`src/rtl/sfp_accum_pkg.sv`:
```
// Shared types and helpers for the sfp_accum post-array accumulator.
// Holds the job FSM state enum, the n_pass width and the saturating signed add.
package sfp_accum_pkg;

    typedef enum logic [1:0] {
        IDLE  = 2'd0,
        ACCUM = 2'd1,
        OUT   = 2'd2
    } state_t;

    localparam int NPASS_W = 4;
    localparam int SAT_W   = 32;

    typedef struct packed {
        logic                    sat;
        logic signed [SAT_W-1:0] val;
    } sat_res_t;

    // Operands are sign-extended to SAT_W; the sum is clamped to a bw-bit signed range.
    function automatic sat_res_t sat_add(input logic signed [SAT_W-1:0] a,
                                         input logic signed [SAT_W-1:0] b,
                                         input int bw);
        logic signed [SAT_W:0] sum;
        logic signed [SAT_W:0] max_v;
        logic signed [SAT_W:0] min_v;
        sat_res_t r;
        sum   = {a[SAT_W-1], a} + {b[SAT_W-1], b};
        max_v = {{SAT_W{1'b0}}, 1'b1};
        max_v = (max_v <<< (bw - 1)) - {{SAT_W{1'b0}}, 1'b1};
        min_v = -max_v - {{SAT_W{1'b0}}, 1'b1};
        r.sat = 1'b0;
        r.val = sum[SAT_W-1:0];
        if (sum > max_v) begin
            r.sat = 1'b1;
            r.val = max_v[SAT_W-1:0];
        end else if (sum < min_v) begin
            r.sat = 1'b1;
            r.val = min_v[SAT_W-1:0];
        end
        return r;
    endfunction

endpackage

```
`src/rtl/sfp_accum_lane.sv`:
```
// sfp_lane: one saturating signed accumulator lane with sticky saturation flag.
// Optional build macro SFP_RELU_EN clamps the presented output at zero.
module sfp_lane
    import sfp_accum_pkg::*;
#(
    parameter int psum_bw = 16
) (
    input  logic               clk,
    input  logic               reset,
    input  logic               clr_i,
    input  logic               add_i,
    input  logic [psum_bw-1:0] din_i,
    output logic [psum_bw-1:0] dout_o,
    output logic               sat_o
);

    logic signed [psum_bw-1:0] acc_q, acc_d;
    logic                      sat_q, sat_d;
    logic signed [SAT_W-1:0]   acc_ext, din_ext;
    sat_res_t                  res;
    logic                      unused_hi;

    assign acc_ext   = SAT_W'(acc_q);
    assign din_ext   = SAT_W'($signed(din_i));
    assign res       = sat_add(acc_ext, din_ext, psum_bw);
    assign unused_hi = ^res.val[SAT_W-1:psum_bw];

    always_comb begin
        acc_d = acc_q;
        sat_d = sat_q;
        if (clr_i) begin
            acc_d = '0;
            sat_d = 1'b0;
        end else if (add_i) begin
            acc_d = res.val[psum_bw-1:0];
            sat_d = sat_q | res.sat;
        end
    end

    always_ff @(posedge clk) begin
        if (reset) begin
            acc_q <= '0;
            sat_q <= 1'b0;
        end else begin
            acc_q <= acc_d;
            sat_q <= sat_d;
        end
    end

`ifdef SFP_RELU_EN
    assign dout_o = acc_q[psum_bw-1] ? '0 : acc_q;
`else
    assign dout_o = acc_q;
`endif
    assign sat_o = sat_q;

endmodule

```
`src/rtl/sfp_accum.sv`:
```
// sfp_accum: pops n_pass OFIFO rows, accumulates each lane with saturation, holds the result.
// Build macro SFP_RELU_EN (in sfp_lane) selects ReLU on out_data lanes.
//   state | meaning
//   IDLE  | waiting for start; start clears lanes and latches n_pass
//   ACCUM | popping rows whenever ofifo_valid, until n_pass rows taken
//   OUT   | result held on out_data until out_ready
module sfp_accum
    import sfp_accum_pkg::*;
#(
    parameter int psum_bw = 16,
    parameter int col     = 8
) (
    input  logic                   clk,
    input  logic                   reset,
    input  logic                   start,
    input  logic [NPASS_W-1:0]     n_pass,
    input  logic                   ofifo_valid,
    input  logic [psum_bw*col-1:0] ofifo_rdata,
    output logic                   ofifo_rd,
    output logic                   out_valid,
    input  logic                   out_ready,
    output logic [psum_bw*col-1:0] out_data,
    output logic                   busy,
    output logic [col-1:0]         sat
);

    state_t               state_q, state_d;
    logic [NPASS_W-1:0]   cnt_q, cnt_d;
    logic [NPASS_W-1:0]   npass_q, npass_d;
    logic                 clr;

    always_comb begin
        state_d = state_q;
        cnt_d   = cnt_q;
        npass_d = npass_q;
        clr     = 1'b0;
        case (state_q)
            IDLE: begin
                if (start) begin
                    clr     = 1'b1;
                    cnt_d   = '0;
                    npass_d = (n_pass == '0) ? NPASS_W'(1) : n_pass;
                    state_d = ACCUM;
                end
            end
            ACCUM: begin
                if (ofifo_valid) begin
                    cnt_d = cnt_q + NPASS_W'(1);
                    if (cnt_q + NPASS_W'(1) == npass_q) begin
                        state_d = OUT;
                    end
                end
            end
            OUT: begin
                if (out_ready) begin
                    state_d = IDLE;
                end
            end
            default: state_d = IDLE;
        endcase
    end

    always_ff @(posedge clk) begin
        if (reset) begin
            state_q <= IDLE;
            cnt_q   <= '0;
            npass_q <= '0;
        end else begin
            state_q <= state_d;
            cnt_q   <= cnt_d;
            npass_q <= npass_d;
        end
    end

    assign ofifo_rd  = (state_q == ACCUM) && ofifo_valid;
    assign out_valid = (state_q == OUT);
    assign busy      = (state_q != IDLE);

    for (genvar g = 0; g < col; g++) begin : g_lane
        sfp_lane #(
            .psum_bw(psum_bw)
        ) u_lane (
            .clk   (clk),
            .reset (reset),
            .clr_i (clr),
            .add_i (ofifo_rd),
            .din_i (ofifo_rdata[g*psum_bw +: psum_bw]),
            .dout_o(out_data[g*psum_bw +: psum_bw]),
            .sat_o (sat[g])
        );
    end

endmodule

```
`config.mk`:
```
export PLATFORM = sky130hd
export DESIGN_NAME = sfp_accum
export DESIGN_NICKNAME = d
export VERILOG_FILES = /design/src/rtl/sfp_accum_pkg.sv /design/src/rtl/sfp_accum_lane.sv /design/src/rtl/sfp_accum.sv
export SDC_FILE = /design/constraint.sdc
export NUM_CORES = 1
export LEC_CHECK = 0
export ABC_AREA = 1
export BUFFER_PORTS_ARGS = -buffer_cell sky130_fd_sc_hd__buf_2
export CAP_MARGIN = 20
export CORE_MARGIN = 1.5
export CORE_UTILIZATION = 55
export DETAILED_ROUTE_END_ITERATION = 8
export PLACE_DENSITY_LB_ADDON = 0.08
export SYNTH_ARGS = -nofsm -noshare
export SYNTH_HDL_FRONTEND = slang
export SYNTH_SLANG_ARGS = --single-unit
export TNS_END_PERCENT = 50
```
`constraint.sdc`:
```
create_clock -name clk -period 5.1 [get_ports clk]
set_input_delay 1.02 -clock clk [delete_from_list [all_inputs] [get_ports clk]]
set_output_delay 1.02 -clock clk [all_outputs]
set_load 0.005 [all_outputs]
```
Yosys cells after proc, flatten, opt, wreduce, memory -nomap -nowiden
Cells that the tools add are included.
{"block": "classes", "addsub": 9, "order_cmp": 16, "eq_ne": 7, "n_mux": 27, "bitwise": 8, "n_reduce_logical": 9}
{"op": "33-bit 2-to-1 mux", "n": 16}
{"op": "33-bit by 16-bit > comparator with 1-bit output (second input constant)", "n": 8}
{"op": "33-bit by 16-bit < comparator with 1-bit output (second input constant)", "n": 8}
{"op": "16-bit by 16-bit adder with 17-bit output", "n": 8}
{"op": "4-bit 2-to-1 mux", "n": 3}
{"op": "2-bit 2-to-1 mux", "n": 4}
{"op": "1-bit OR", "n": 8}
{"op": "4-bit case mux with 2 select lines", "n": 1}
{"op": "2-bit inequality test (second input constant)", "n": 3}
{"op": "2-bit case mux with 3 select lines", "n": 1}
{"op": "4-bit by 1-bit adder with 4-bit output (second input constant)", "n": 1}
{"op": "4-bit == test", "n": 1}
{"op": "4-bit zero test", "n": 1}
{"op": "4-bit AND reduction", "n": 1}
{"op": "2-bit nonzero test", "n": 2}
{"op": "3-bit AND reduction", "n": 1}
{"op": "2-bit by 1-bit == test with 1-bit output (second input constant)", "n": 1}
{"op": "2-bit == test (second input constant)", "n": 1}
{"op": "2-bit zero test", "n": 1}
{"op": "1-bit 2-to-1 mux", "n": 2}
{"op": "2-bit by 1-bit inequality test with 1-bit output (second input constant)", "n": 1}
{"op": "2-bit AND reduction", "n": 1}
{"op": "2-bit OR reduction", "n": 1}
{"op": "1-bit logical AND", "n": 1}
{"block": "totals", "ff_bits": 146, "out_inout_bits": 139, "word_cells": 95}

Longest topological paths before layout
{"block": "logic_depth", "depth_word": 5, "depth_mapped": 16}

Modules after synthesis
Synthesis repeated with hierarchy kept, for this count alone.
{"block": "unflattened", "hier_cells": 2091, "area_unflattened_um2": 13250.2}
{"module": "sfp_lane at g_lane[1].u_lane ...", "instances": 6, "cells_per_inst": 251, "area_each_um2": 1571.5, "seq_area_each_um2": 340.3}
{"module": "sfp_lane at g_lane[0].u_lane", "instances": 1, "cells_per_inst": 247, "area_each_um2": 1642.8, "seq_area_each_um2": 340.3}
{"module": "sfp_lane at g_lane[7].u_lane", "instances": 1, "cells_per_inst": 249, "area_each_um2": 1622.8, "seq_area_each_um2": 340.3}
{"module": "sfp_accum", "instances": 1, "cells_per_inst": 89, "area_each_um2": 555.5, "seq_area_each_um2": 200.2}

Worst setup path before layout
No wires, ideal clock.
{"block": "synth_path", "kind": "input-to-reg", "start": "in ofifo_rdata[32]", "end": "reg g_lane[2].u_lane.acc_q[10]", "arrival_ns": 2.676, "required_time_ns": 4.978, "setup_slack_ns": 2.302, "path_stages": 15, "n_path_buf": 1, "path_cell_list": "ha_1 -> inv_1 -> fa_1 -> nand3b_1 -> nand2_1 -> nand2_1 -> nand2_1 -> nand2_1 -> nand2_1 -> nand2_1 -> nand2_2 -> inv_2 -> a21oi_4 -> buf_6 -> a21oi_2"}
{"block": "synth_via", "elab_chain_cells": 4}
{"element": "start, declared", "line": "sfp_accum.sv:18", "source": "input logic [psum_bw*col-1:0] ofifo_rdata,"}
{"element": "16-bit by 16-bit adder with 17-bit output *", "line": "sfp_accum_pkg.sv:27", "source": "sum = {a[SAT_W-1], a} + {b[SAT_W-1], b};"}
{"element": "33-bit by 16-bit < comparator with 1-bit output", "line": "sfp_accum_pkg.sv:36", "source": "end else if (sum < min_v) begin"}
{"element": "33-bit 2-to-1 mux", "line": "sfp_accum_pkg.sv:36"}
{"element": "33-bit 2-to-1 mux *", "line": "sfp_accum_pkg.sv:33", "source": "if (sum > max_v) begin"}
{"element": "end signal, assigned", "line": "sfp_accum_lane.sv:42", "source": "acc_q <= '0;"}
{"element": "end signal, assigned", "line": "sfp_accum_lane.sv:45", "source": "acc_q <= acc_d;"}
{"element": "end, declared", "line": "sfp_accum_lane.sv:17", "source": "logic signed [psum_bw-1:0] acc_q, acc_d;"}
Every way passes the cells marked *; elsewhere a longest branch is shown, timed or not.
A chain may end at the register's enable or synchronous reset.

Worst setup path after layout
{"block": "layout_path", "start": "in ofifo_rdata[0]", "end": "reg g_lane[0].u_lane.acc_q[10]"}
{"block": "layout_via", "elab_chain_cells": 4}
{"element": "16-bit by 16-bit adder with 17-bit output *", "line": "sfp_accum_pkg.sv:27"}
{"element": "33-bit by 16-bit < comparator with 1-bit output", "line": "sfp_accum_pkg.sv:36"}
{"element": "33-bit 2-to-1 mux", "line": "sfp_accum_pkg.sv:36"}
{"element": "33-bit 2-to-1 mux *", "line": "sfp_accum_pkg.sv:33"}
{"element": "end signal, assigned", "line": "sfp_accum_lane.sv:42"}
{"element": "end signal, assigned", "line": "sfp_accum_lane.sv:45"}
{"element": "end, declared", "line": "sfp_accum_lane.sv:17"}
Marks and branches as above.

==> metrics.cfg <==
[status]
run_status = complete, no violations

[critical_path]
start_kind = input pin
cp_max_fo = 12
cp_top_family = simple AND/OR/NAND/NOR gates
cpPeakStageDelay_ns = 0.58
cp.arrival_ns = 3.36
critPathMostFrequentCell = nand2_1
endpoint_kind = flop
crit_chain = buf_2 > ha_1 > inv_1 > fa_1 > nand3b_1 > nand2_1 > nand2_1 > nand2_1 > nand2_1 > nand2_1 > nand2_1 > nand3_2 > inv_2 > nor2_2 > a21oi_1
cp.buffers_inverters = 3
slowest_stage = nor2_2
worstSetupPathType = input pin to flop
required_ns = 5.38

[logic_synthesis]
synthTopCellsByCount = 594 x nand2_1, 224 x inv_1, 184 x a21oi_1
syn_avg_cell_area_sq_um = 6.56
synth_top_area_share = 0.229
ys_warn_count = 0
yosysMostFrequentCell = nand2_1
ys_async_sr_fraction = 0
synth_area_leaders = dfxtp_1 23%, nand2_1 17%, ha_1 13%
synth_edf_count = 0
ys_ff_latch = 146
syn_nets = 2220
ys_seq_area_frac = 0.229
synthDistinctLibCells = 43
yosysTopAreaCell = dfxtp_1
synth_ff_type = dfxtp_1
syn_inst = 1946
syn_area_sq_um = 12800

[detailed_routing]
drt_iter0_drc = 542
drt-total-wl_um = 34200
first_pass_iters = 5
wire_per_inst_um = 13.7
routed_via_density = 5.28
vias = 13100
drc = 0
ant_nets = 0

[sta]
timing.fmax_mhz = 325
tns_ns = 0
period_needed_ns = 3.08
slew_headroom = 0.378
worst_pin_slew_ns = 0.934
finClkSkew_ns = 0.0156
finalHoldViolCount = 0
period_share = 0.604
rsz0062_at_grt = false
finalSetupViolCount = 0
drv_slew = 0

[placed_design]
dp_cells = 2455
finalWeightedCongestion = 0.933
dpl.hpwl_um = 26000
portBuffers = 275

[cells_and_area]
fin_cells = 2491
drive_above_1_share = 0.193
areaGrowthSynthToFinish_pct = 16.4
nets = 2463

[clocking]
clockBufferDepth = 2
post_cts_buffers = 0
cts_tree = yes
clk_pin_slew_ns = 0.06
cts_buffers = 17
ctsRootBufferMaster = clkbuf_16
numClockSinks = 146
htreeDepth = 4
postCtsHoldBufs = 0
clock_latency_ns = 0.43
post_cts_resized = 0

[flow_run]
cap_violations = 0

[global_routing]
grt_overflow = 0
track_usage = 0.278
antenna_found_initial = 6
grt_pass1_vias = 12200
grt_max_degree = 92
grt_pass1_wl_um = 55500

[power_and_ir_drop]
peakVddDrop_v = 0.000194
p_per_area_nw_per_um2 = 256
p_leak_nw = 8.35

[floorplan]
die_w_um = 155
core-area_sq_um = 22700
dieArea_sq_um = 24100
rows = 55
pin_count = 276
start_util = 0.562
die_y_um = 155

[hold_path]
min_path_type = flop to flop

==> registers in the layout, summed over array words and instances, names as in the netlist <==
register,count
cnt_q,4
g_lane.u_lane.dout_o,128
g_lane.u_lane.sat_o,8
npass_q,4
state_q,2
==> per-layer routing <==
metal | vias up | wire length (um) | global-route usage
met5 | - | 27 | 0
met4 | 4 | 852 | 0.0952
met3 | 54 | 1760 | 0.0437
met2 | 310 | 16100 | 0.486
met1 | 5959 | 15400 | 0.348
li1 | 6821 | - | -
==> kinds of logic after synthesis <==
kind of cell,synth area share
buf+inv,0.0980
simple gates,0.296
compound gates,0.176
xor+xnor,0.0618
fa+ha+maj,0.139
flops,0.229
==> where the power goes <==
group	internal (W)	switching (W)	leakage [nW]
Combinational	0.000411	0.000710	6.85
Clock	0.000901	0.000532	0.318
Sequential	0.00121	0.0000511	1.19
Total	0.00252	0.00129	8.35
==> final cells by class <==
| class | count | area [sq um] |
|---|---|---|
| multi-input combinational | 1505 | 8590 |
| antenna | 4 | 10.0 |
| timing repair buffer | 280 | 1410 |
| sequential | 146 | 2920 |
| clock inverter | 11 | 201 |
| tap | 285 | 357 |
| inverter | 239 | 897 |
| fill | 2162 | 7850 |
| clock buffer | 21 | 460 |
==> path summary, 6_finish.rpt <==
| kind | from | endpoint | slack [ns] | cells past startpoint |
|---|---|---|---|---|
| max | ofifo_rdata[0] | g_lane[0].u_lane.dout_o[10] | 2.02 | 15 |
| max reg2reg | g_lane[0].u_lane.dout_o[0] | g_lane[0].u_lane.dout_o[10] | 2.27 | 14 |
| min | g_lane[1].u_lane.sat_o | g_lane[1].u_lane.sat_o | 0.44 | 2 |
| min reg2reg | g_lane[1].u_lane.sat_o | g_lane[1].u_lane.sat_o | 0.44 | 2 |
==> worst min-delay path, delay by kind of cell (launching register included) <==
| family | cells | cell delay, ns |
|---|---|---|
| buffers and inverters | 1 | 0.04 |
| AO/OA/AOI/OAI | 1 | 0.05 |
| flip-flops | 1 | 0.30 |
==> per-stage QoR <==
step	util	power (W)	cell area [sq um]	hold slack, ns	setup WS [ns]
2_1_floorplan	-	0.00211	12800	0.430	2.30
3_3_place_gp	0.625	0.00237	14200	0.435	1.69
3_5_place_dp	0.625	0.00239	14200	0.439	1.56
4_1_cts	0.654	0.00383	14800	0.449	2.02
5_1_grt	0.654	0.00404	14900	0.475	1.83
6_report	0.654	0.00381	14900	0.444	2.02
==> cell usage in the layout (no fill, tap or decap), types with 6 or more instances in the layout <==
cell       instances
o21bai_1          12
a21oi_2           47
nand4_1            7
clkbuf_16         17
nor4_1             6
dfxtp_1          146
nand3b_1          11
and2_1            16
nand3_1          110
a31oi_1           18
ha_1             129
nand2_2           28
fa_1               8
nor2_1            73
inv_2             15
xnor2_1           31
xor2_1            59
nand2_1          594
nor3_1            11
inv_1            224
buf_2            275
a21oi_1          184
o21ai_0          120
Note: power is estimated with default switching activity, not from simulation.
